[src/rtl/cpu_types_pkg.sv]
// Shared CPU memory-side types.
//   ramstate_t  : handshake state reported by the single-ported RAM
//   word_t      : 32-bit machine word
//   arb_state_t : mem_arbiter FSM states
//   is_access() : true while the arbiter owns the RAM bus
package cpu_types_pkg;

  typedef logic [31:0] word_t;

  typedef enum logic [1:0] {
    FREE   = 2'd0,
    BUSY   = 2'd1,
    ACCESS = 2'd2,
    ERROR  = 2'd3
  } ramstate_t;

  typedef enum logic [2:0] {
    IDLE  = 3'd0,
    IACC  = 3'd1,
    DACC  = 3'd2,
    IDONE = 3'd3,
    DDONE = 3'd4
  } arb_state_t;

  localparam word_t ERR_WORD_DEFAULT = 32'hBAD1BAD1;

  function automatic logic is_access(input arb_state_t s);
    return (s == IACC) || (s == DACC);
  endfunction

endpackage

[src/rtl/arb_watchdog.sv]
// Per-access watchdog for mem_arbiter.
//   CLK     : system clock, rising edge
//   nRST    : asynchronous active-low reset
//   clear   : synchronous clear of the cycle count
//   enable  : count one cycle of an in-flight access
//   expired : high in the cycle where the count has reached TIMEOUT-1,
//             i.e. this is the last cycle the access may wait
// The count saturates at TIMEOUT and never wraps.
module arb_watchdog #(
  parameter int TIMEOUT = 255
) (
  input  logic CLK,
  input  logic nRST,
  input  logic clear,
  input  logic enable,
  output logic expired
);

  localparam int W = $clog2(TIMEOUT + 1);
  localparam logic [W-1:0] CNT_MAX = W'(TIMEOUT);
  localparam logic [W-1:0] CNT_TC  = W'(TIMEOUT - 1);

  logic [W-1:0] wdog;

  always_ff @(posedge CLK or negedge nRST) begin
    if (!nRST) begin
      wdog <= '0;
    end else if (clear) begin
      wdog <= '0;
    end else if (enable && (wdog != CNT_MAX)) begin
      wdog <= wdog + W'(1);
    end
  end

  assign expired = enable && (wdog == CNT_TC);

endmodule

[src/rtl/mem_arbiter.sv]
// Instruction/data arbiter in front of a single-ported RAM.
//   CLK, nRST            : clock (rising edge), async active-low reset
//   iRen, iaddr          : instruction fetch request, held until iHit
//   dRen, dWen, daddr,
//   dstore               : data read/write request, held until dHit
//   iHit/iload           : one-cycle fetch completion and instruction word
//   dHit/dload           : one-cycle data completion and load word
//   ramREN, ramWEN,
//   ramaddr, ramstore    : RAM request side
//   ramload, ramstate    : RAM response side (FREE/BUSY/ACCESS/ERROR)
//   memerr               : sticky error flag, cleared only by reset
//
// state | meaning
// IDLE  | no access; grant decision on next edge
// IACC  | instruction fetch in flight on RAM
// DACC  | data read or write in flight on RAM
// IDONE | iHit pulse, iload valid
// DDONE | dHit pulse, dload valid
module mem_arbiter
  import cpu_types_pkg::*;
#(
  parameter int          TIMEOUT  = 255,
  parameter logic [31:0] ERR_WORD = ERR_WORD_DEFAULT
) (
  input  logic        CLK,
  input  logic        nRST,
  input  logic        iRen,
  input  logic [31:0] iaddr,
  input  logic        dRen,
  input  logic        dWen,
  input  logic [31:0] daddr,
  input  logic [31:0] dstore,
  output logic        iHit,
  output logic        dHit,
  output logic [31:0] iload,
  output logic [31:0] dload,
  output logic        ramREN,
  output logic        ramWEN,
  output logic [31:0] ramaddr,
  output logic [31:0] ramstore,
  input  logic [31:0] ramload,
  input  logic [1:0]  ramstate,
  output logic        memerr
);

  arb_state_t state, next_state;
  ramstate_t  rs;

  word_t addr_q, store_q, load_q;
  logic  wr_q;
  logic  last_was_d;
  logic  memerr_q;

  logic d_req, i_req;
  logic grant_d, grant_i;
  logic capture, fail;
  logic wdog_expired;

  assign rs    = ramstate_t'(ramstate);
  assign d_req = dRen | dWen;
  assign i_req = iRen;

  arb_watchdog #(.TIMEOUT(TIMEOUT)) u_wdog (
    .CLK     (CLK),
    .nRST    (nRST),
    .clear   (state == IDLE),
    .enable  (is_access(state)),
    .expired (wdog_expired)
  );

  always_ff @(posedge CLK or negedge nRST) begin
    if (!nRST) state <= IDLE;
    else       state <= next_state;
  end

  always_comb begin
    next_state = state;
    grant_d    = 1'b0;
    grant_i    = 1'b0;
    capture    = 1'b0;
    fail       = 1'b0;
    case (state)
      IDLE: begin
        // Data normally wins; after a data access an instruction fetch
        // gets exactly one turn, bounding fetch starvation to one access.
        if (d_req && (!i_req || !last_was_d)) begin
          grant_d    = 1'b1;
          next_state = DACC;
        end else if (i_req) begin
          grant_i    = 1'b1;
          next_state = IACC;
        end
      end
      IACC, DACC: begin
        // A real answer in the final watchdog cycle still counts as good.
        if (rs == ACCESS) begin
          capture    = 1'b1;
          next_state = (state == IACC) ? IDONE : DDONE;
        end else if ((rs == ERROR) || wdog_expired) begin
          fail       = 1'b1;
          next_state = (state == IACC) ? IDONE : DDONE;
        end
      end
      IDONE, DDONE: next_state = IDLE;
      default:      next_state = IDLE;
    endcase
  end

  always_ff @(posedge CLK or negedge nRST) begin
    if (!nRST) begin
      addr_q     <= '0;
      store_q    <= '0;
      wr_q       <= 1'b0;
      load_q     <= '0;
      last_was_d <= 1'b0;
      memerr_q   <= 1'b0;
    end else begin
      if (grant_d) begin
        addr_q  <= daddr;
        store_q <= dstore;
        wr_q    <= dWen;
        // Read and write together is a requester bug; the write proceeds.
        if (dRen && dWen) memerr_q <= 1'b1;
      end else if (grant_i) begin
        addr_q  <= iaddr;
        store_q <= '0;
        wr_q    <= 1'b0;
      end
      if (capture) begin
        load_q <= ramload;
      end else if (fail) begin
        load_q   <= ERR_WORD;
        memerr_q <= 1'b1;
      end
      if ((state == IDONE) || (state == DDONE)) begin
        last_was_d <= (state == DDONE);
      end
    end
  end

  // Strobes decode straight from the state register so they fall together
  // with an asynchronous reset.
  always_comb begin
    ramREN   = (state == IACC) || ((state == DACC) && !wr_q);
    ramWEN   = (state == DACC) && wr_q;
    ramaddr  = is_access(state) ? addr_q : '0;
    ramstore = ((state == DACC) && wr_q) ? store_q : '0;
  end

  assign iHit   = (state == IDONE);
  assign dHit   = (state == DDONE);
  assign iload  = (state == IDONE) ? load_q : '0;
  assign dload  = (state == DDONE) ? load_q : '0;
  assign memerr = memerr_q;

endmodule

[config.mk]
export PLATFORM = sky130hd
export DESIGN_NAME = mem_arbiter
export DESIGN_NICKNAME = d
export VERILOG_FILES = /design/src/rtl/cpu_types_pkg.sv /design/src/rtl/arb_watchdog.sv /design/src/rtl/mem_arbiter.sv
export SDC_FILE = /design/constraint.sdc
export NUM_CORES = 1
export LEC_CHECK = 0
export ABC_AREA = 1
export BUFFER_PORTS_ARGS = -buffer_cell sky130_fd_sc_hd__buf_2
export CAP_MARGIN = 20
export CORE_MARGIN = 2
export CORE_UTILIZATION = 48
export DETAILED_ROUTE_END_ITERATION = 8
export GPL_TIMING_DRIVEN = 0
export PLACE_DENSITY = 0.81
export RECOVER_POWER = 25
export SLEW_MARGIN = 30
export SYNTH_ARGS = -nofsm -noshare
export SYNTH_HDL_FRONTEND = slang
export SYNTH_HIERARCHICAL = 1
export SYNTH_SLANG_ARGS = --single-unit
[constraint.sdc]
create_clock -name CLK -period 2.35 [get_ports CLK]
set_input_delay 0 -clock CLK [delete_from_list [all_inputs] [get_ports CLK]]
set_output_delay 0 -clock CLK [all_outputs]
set_load 0.05 [all_outputs]
==> flow_metrics.tcl <==
set metrics [dict create \
    p_leak_nw 5.341 \
    muxShareOfSynthArea_pct 0 \
    synthSimpleGateAreaFrac_pct 34.92 \
    cts_sinks 110 \
    slowest_stage "dfrtp_1" \
    rr_worst_depth 12 \
    top_layer "met4" \
    grt_max_degree 61 \
    timing.reg2reg.setup_slack_ns 0.17 \
    grt_first_pass_wirelength_um 30840 \
    areaGrowthSynthToFinish_pct 54.20 \
    outcome "complete, no violations" \
    critPathKind "reg2reg" \
    setup_viol 0 \
    synth_xor_area_share_pct 0.4386 \
    multiInputGateArea_um2 2444 \
    grt_antenna_before_repair 0 \
    io_buffers 267 \
    drt-vias-per-instance 4.805 \
    ys_seq_elements 110 \
    die_area_um2 13390 \
    syn_avg_cell_area_um2 6.808 \
    dr_wl_met2_um 10220 \
    coreArea_um2 12110 \
    seq_area_um2 2753 \
    synth-compound-area-share_pct 4.929 \
    first_pass_iters 5 \
    wl_met3_um 1268 \
    synthAdderAreaFrac_pct 0.4177 \
    initial_core_util_pct 49.46 \
    cts_tree "yes" \
    m1WireLength_um 7742 \
    r2r_end "load_q[23]$_DFFE_PN0P_" \
    post_drt_wl_per_cell_um 13.64 \
    min_path_cells 5 \
    finalHoldViolCount 0 \
    cp_max_fo 14 \
    n_fill_cell 827 \
    fin_crit_ns 2.175 \
    clk_latency_ns 0.35 \
    grt_pass1_vias 6877 \
    placed_area_um2 7576 \
    setup.worst_path.start_class "register" \
    finClkSkew_ns 0.01275 \
    hpwlAfterDp_um 12320 \
    hp-start "daddr[4]" \
    setup_tns_ns 0 \
    mostFrequentLayoutCell "buf_2" \
    synthesis.nets 1017 \
    fmax_ghz 0.4597 \
    worstPathCellList "nor2_4, nand2_2, nand2_4, buf_6, nand2_1, nor4_1, inv_1, nand2_1, o21ai_4, buf_2, nand2_1, o21ai_1" \
    cp-end-kind "register" \
    synthDistinctLibCells 30 \
    io_pins 268 \
    vias 7035 \
    synth_top_area_cell "dfrtp_1" \
    cp.arrival_ns 2.41 \
    clock_path_buffers 2 \
    fin_crit_sh_pct 92.57 \
    max-cap-violations 0 \
    wl_um 19970 \
    cts-buffers-inserted 9 \
    hp-class "in2reg" \
    first_iter_violations 527 \
    h-tree-depth 3 \
    track_usage_pct 29.02 \
    vdd_drop_max_uv 701.1 \
    cpMostUsedCell "nand2_1" \
    crit_path_max_incr_delay_ns 0.47 \
    syn-cell-area_um2 5991 \
    remaining_drc_errors 0 \
    path_clk_slew_ns 0.07 \
    drive_above_1_share_pct 27.64 \
    num_rows 40 \
    synth.top_cell.area_share_pct 45.95 \
    critPathLaunch "state[1]$_DFFE_PN0P_" \
    worst_slack_ns 0.1745 \
    yosys-top-cells-area "dfrtp_1 46%, nand2_1 16%, nor2_1 13%" \
    dp_cells 1316 \
    grt_overflow 0 \
    fin_cells 1464 \
    yosys_warnings 6 \
    slew_headroom_pct 12.48 \
    routabilityCongestion 0.8252 \
    synth_cells 880 \
    cts_setup_buffers 0 \
    whs_endpoint "addr_q[4]$_DFFE_PN0P_" \
    worst_r2r_startpoint "state[1]$_DFFE_PN0P_" \
    postRouteAntennaNets 0 \
    power_density_nw_per_um2 1266 \
    synth_top_family_by_area "simple AND/OR/NAND/NOR gates" \
    rsz0062_at_grt "no" \
    final_cell_mix "295 x buf_2, 249 x nand2_1, 215 x nor2_1" \
    die_w_um 115.7 \
    dieHeight_um 115.7 \
    tightestPinTransition_ns 1.313 \
    slew_violations 0 \
    p_total_mw 11.70 \
    required_ns 2.58 \
    fin_area_um2 9238 \
    dp_slack_ns 0.06766 \
    fin_nets 1427 \
    cts_root_buf "clkbuf_16" \
    yosysSeqAreaShare_pct 45.95 \
]
-- Yosys cell counts --
| cell type | number |
|---|---|
| nand2_1 | 249 |
| nor2_1 | 215 |
| inv_1 | 142 |
| dfrtp_1 | 110 |
| buf_2 | 30 |
| o21ai_1 | 27 |
| o21ai_0 | 26 |
| nand3_1 | 25 |
| nor2_2 | 13 |
| inv_2 | 6 |
| buf_4 | 4 |
| buf_6 | 4 |
| nand2_2 | 4 |
| nand2_4 | 3 |
| nor2_4 | 3 |
| xor2_1 | 3 |
| ha_1 | 2 |
| nand4_1 | 2 |
| a21oi_1 | 1 |
| clkbuf_1 | 1 |
| clkinv_1 | 1 |
| clkinv_2 | 1 |
| inv_4 | 1 |
| nand3_2 | 1 |
| nand3b_1 | 1 |
| nor3_1 | 1 |
| nor3_2 | 1 |
| nor4_1 | 1 |
| o21ai_2 | 1 |
| o21ai_4 | 1 |
-- through the flow --
step	hold slack (ns)	util, %
final	0.02865	76.27
after global routing	0.03760	76.25
after CTS	0.0009815	76.25
after detailed placement	-0.02799	62.55
after global placement	0.2047	62.27
after floorplan	-0.2956	-
-- worst max-delay path: cells and delay by family (launching register included) --
| kind | cells | cell delay [ns] |
|---|---|---|
| DFF | 1 | 0.47 |
| AOI/OAI and AO/OA | 2 | 0.16 |
| and+or+nand+nor | 7 | 0.95 |
| buffers and inverters | 3 | 0.48 |
-- per-layer routing --
| metal | GRT usage [%] | up-vias |
|---|---|---|
| met1 | 33.56 | 3257 |
| met2 | 51.97 | 314 |
| li1 | - | 3392 |
| met4 | 14.13 | 0 |
| met5 | 0 | - |
| met3 | 5.178 | 72 |
-- logic make-up after synthesis --
logic type               after synthesis
flip-flops                           110
XOR/XNOR                               3
AO/OA/AOI/OAI                         56
AND/OR/NAND/NOR                      519
buffers and inverters                190
adder cells (fa/ha/maj)                2
-- final cells by class --
| class | instances | area share, % |
|---|---|---|
| Clock buffer | 10 | 2.587 |
| Multi-Input combinational cell | 580 | 26.45 |
| Sequential cell | 110 | 29.80 |
| Clock inverter | 6 | 1.178 |
| Antenna cell | 1 | 0.02709 |
| Tap cell | 168 | 2.276 |
| Timing Repair Buffer | 399 | 28.96 |
| Buffer | 39 | 2.546 |
| Inverter | 151 | 6.176 |
-- power by group --
part,switching [mW],internal [mW],total [mW]
Combinational,4.79,2.00,6.79
Clock,0.696,1.07,1.77
Sequential,0.416,2.72,3.14
Total,5.90,5.80,11.7
-- timing repair --
action | CTS | global route
endpoints found under the setup margin | 0 | 35
resized for setup | 0 | 3
endpoints found under the hold margin | 148 | 0
hold buffers | 131 | 0
-- state kept, by name (all words and copies together) (netlist names) --
signal	flops
last_was_d	1
load_q	32
store_q	32
u_wdog/wdog	8
memerr	1
state	3
wr_q	1
addr_q	32
-- worst max-delay path by stage --
stage / to / slack (ns) / cells past startpoint
2_1_floorplan: iload[10] / 0.14 / 5
3_3_place_gp: addr_q[14]$_DFFE_PN0P_ / 0.008 / 1
3_5_place_dp: load_q[22]$_DFFE_PN0P_ / 0.07 / 12
4_1_cts: load_q[0]$_DFFE_PN0P_ / 0.03 / 11
5_1_grt: state[1]$_DFFE_PN0P_ / 0.01 / 13
6_report: load_q[23]$_DFFE_PN0P_ / 0.17 / 12
No activity file was read; power rests on OpenSTA's default activity.
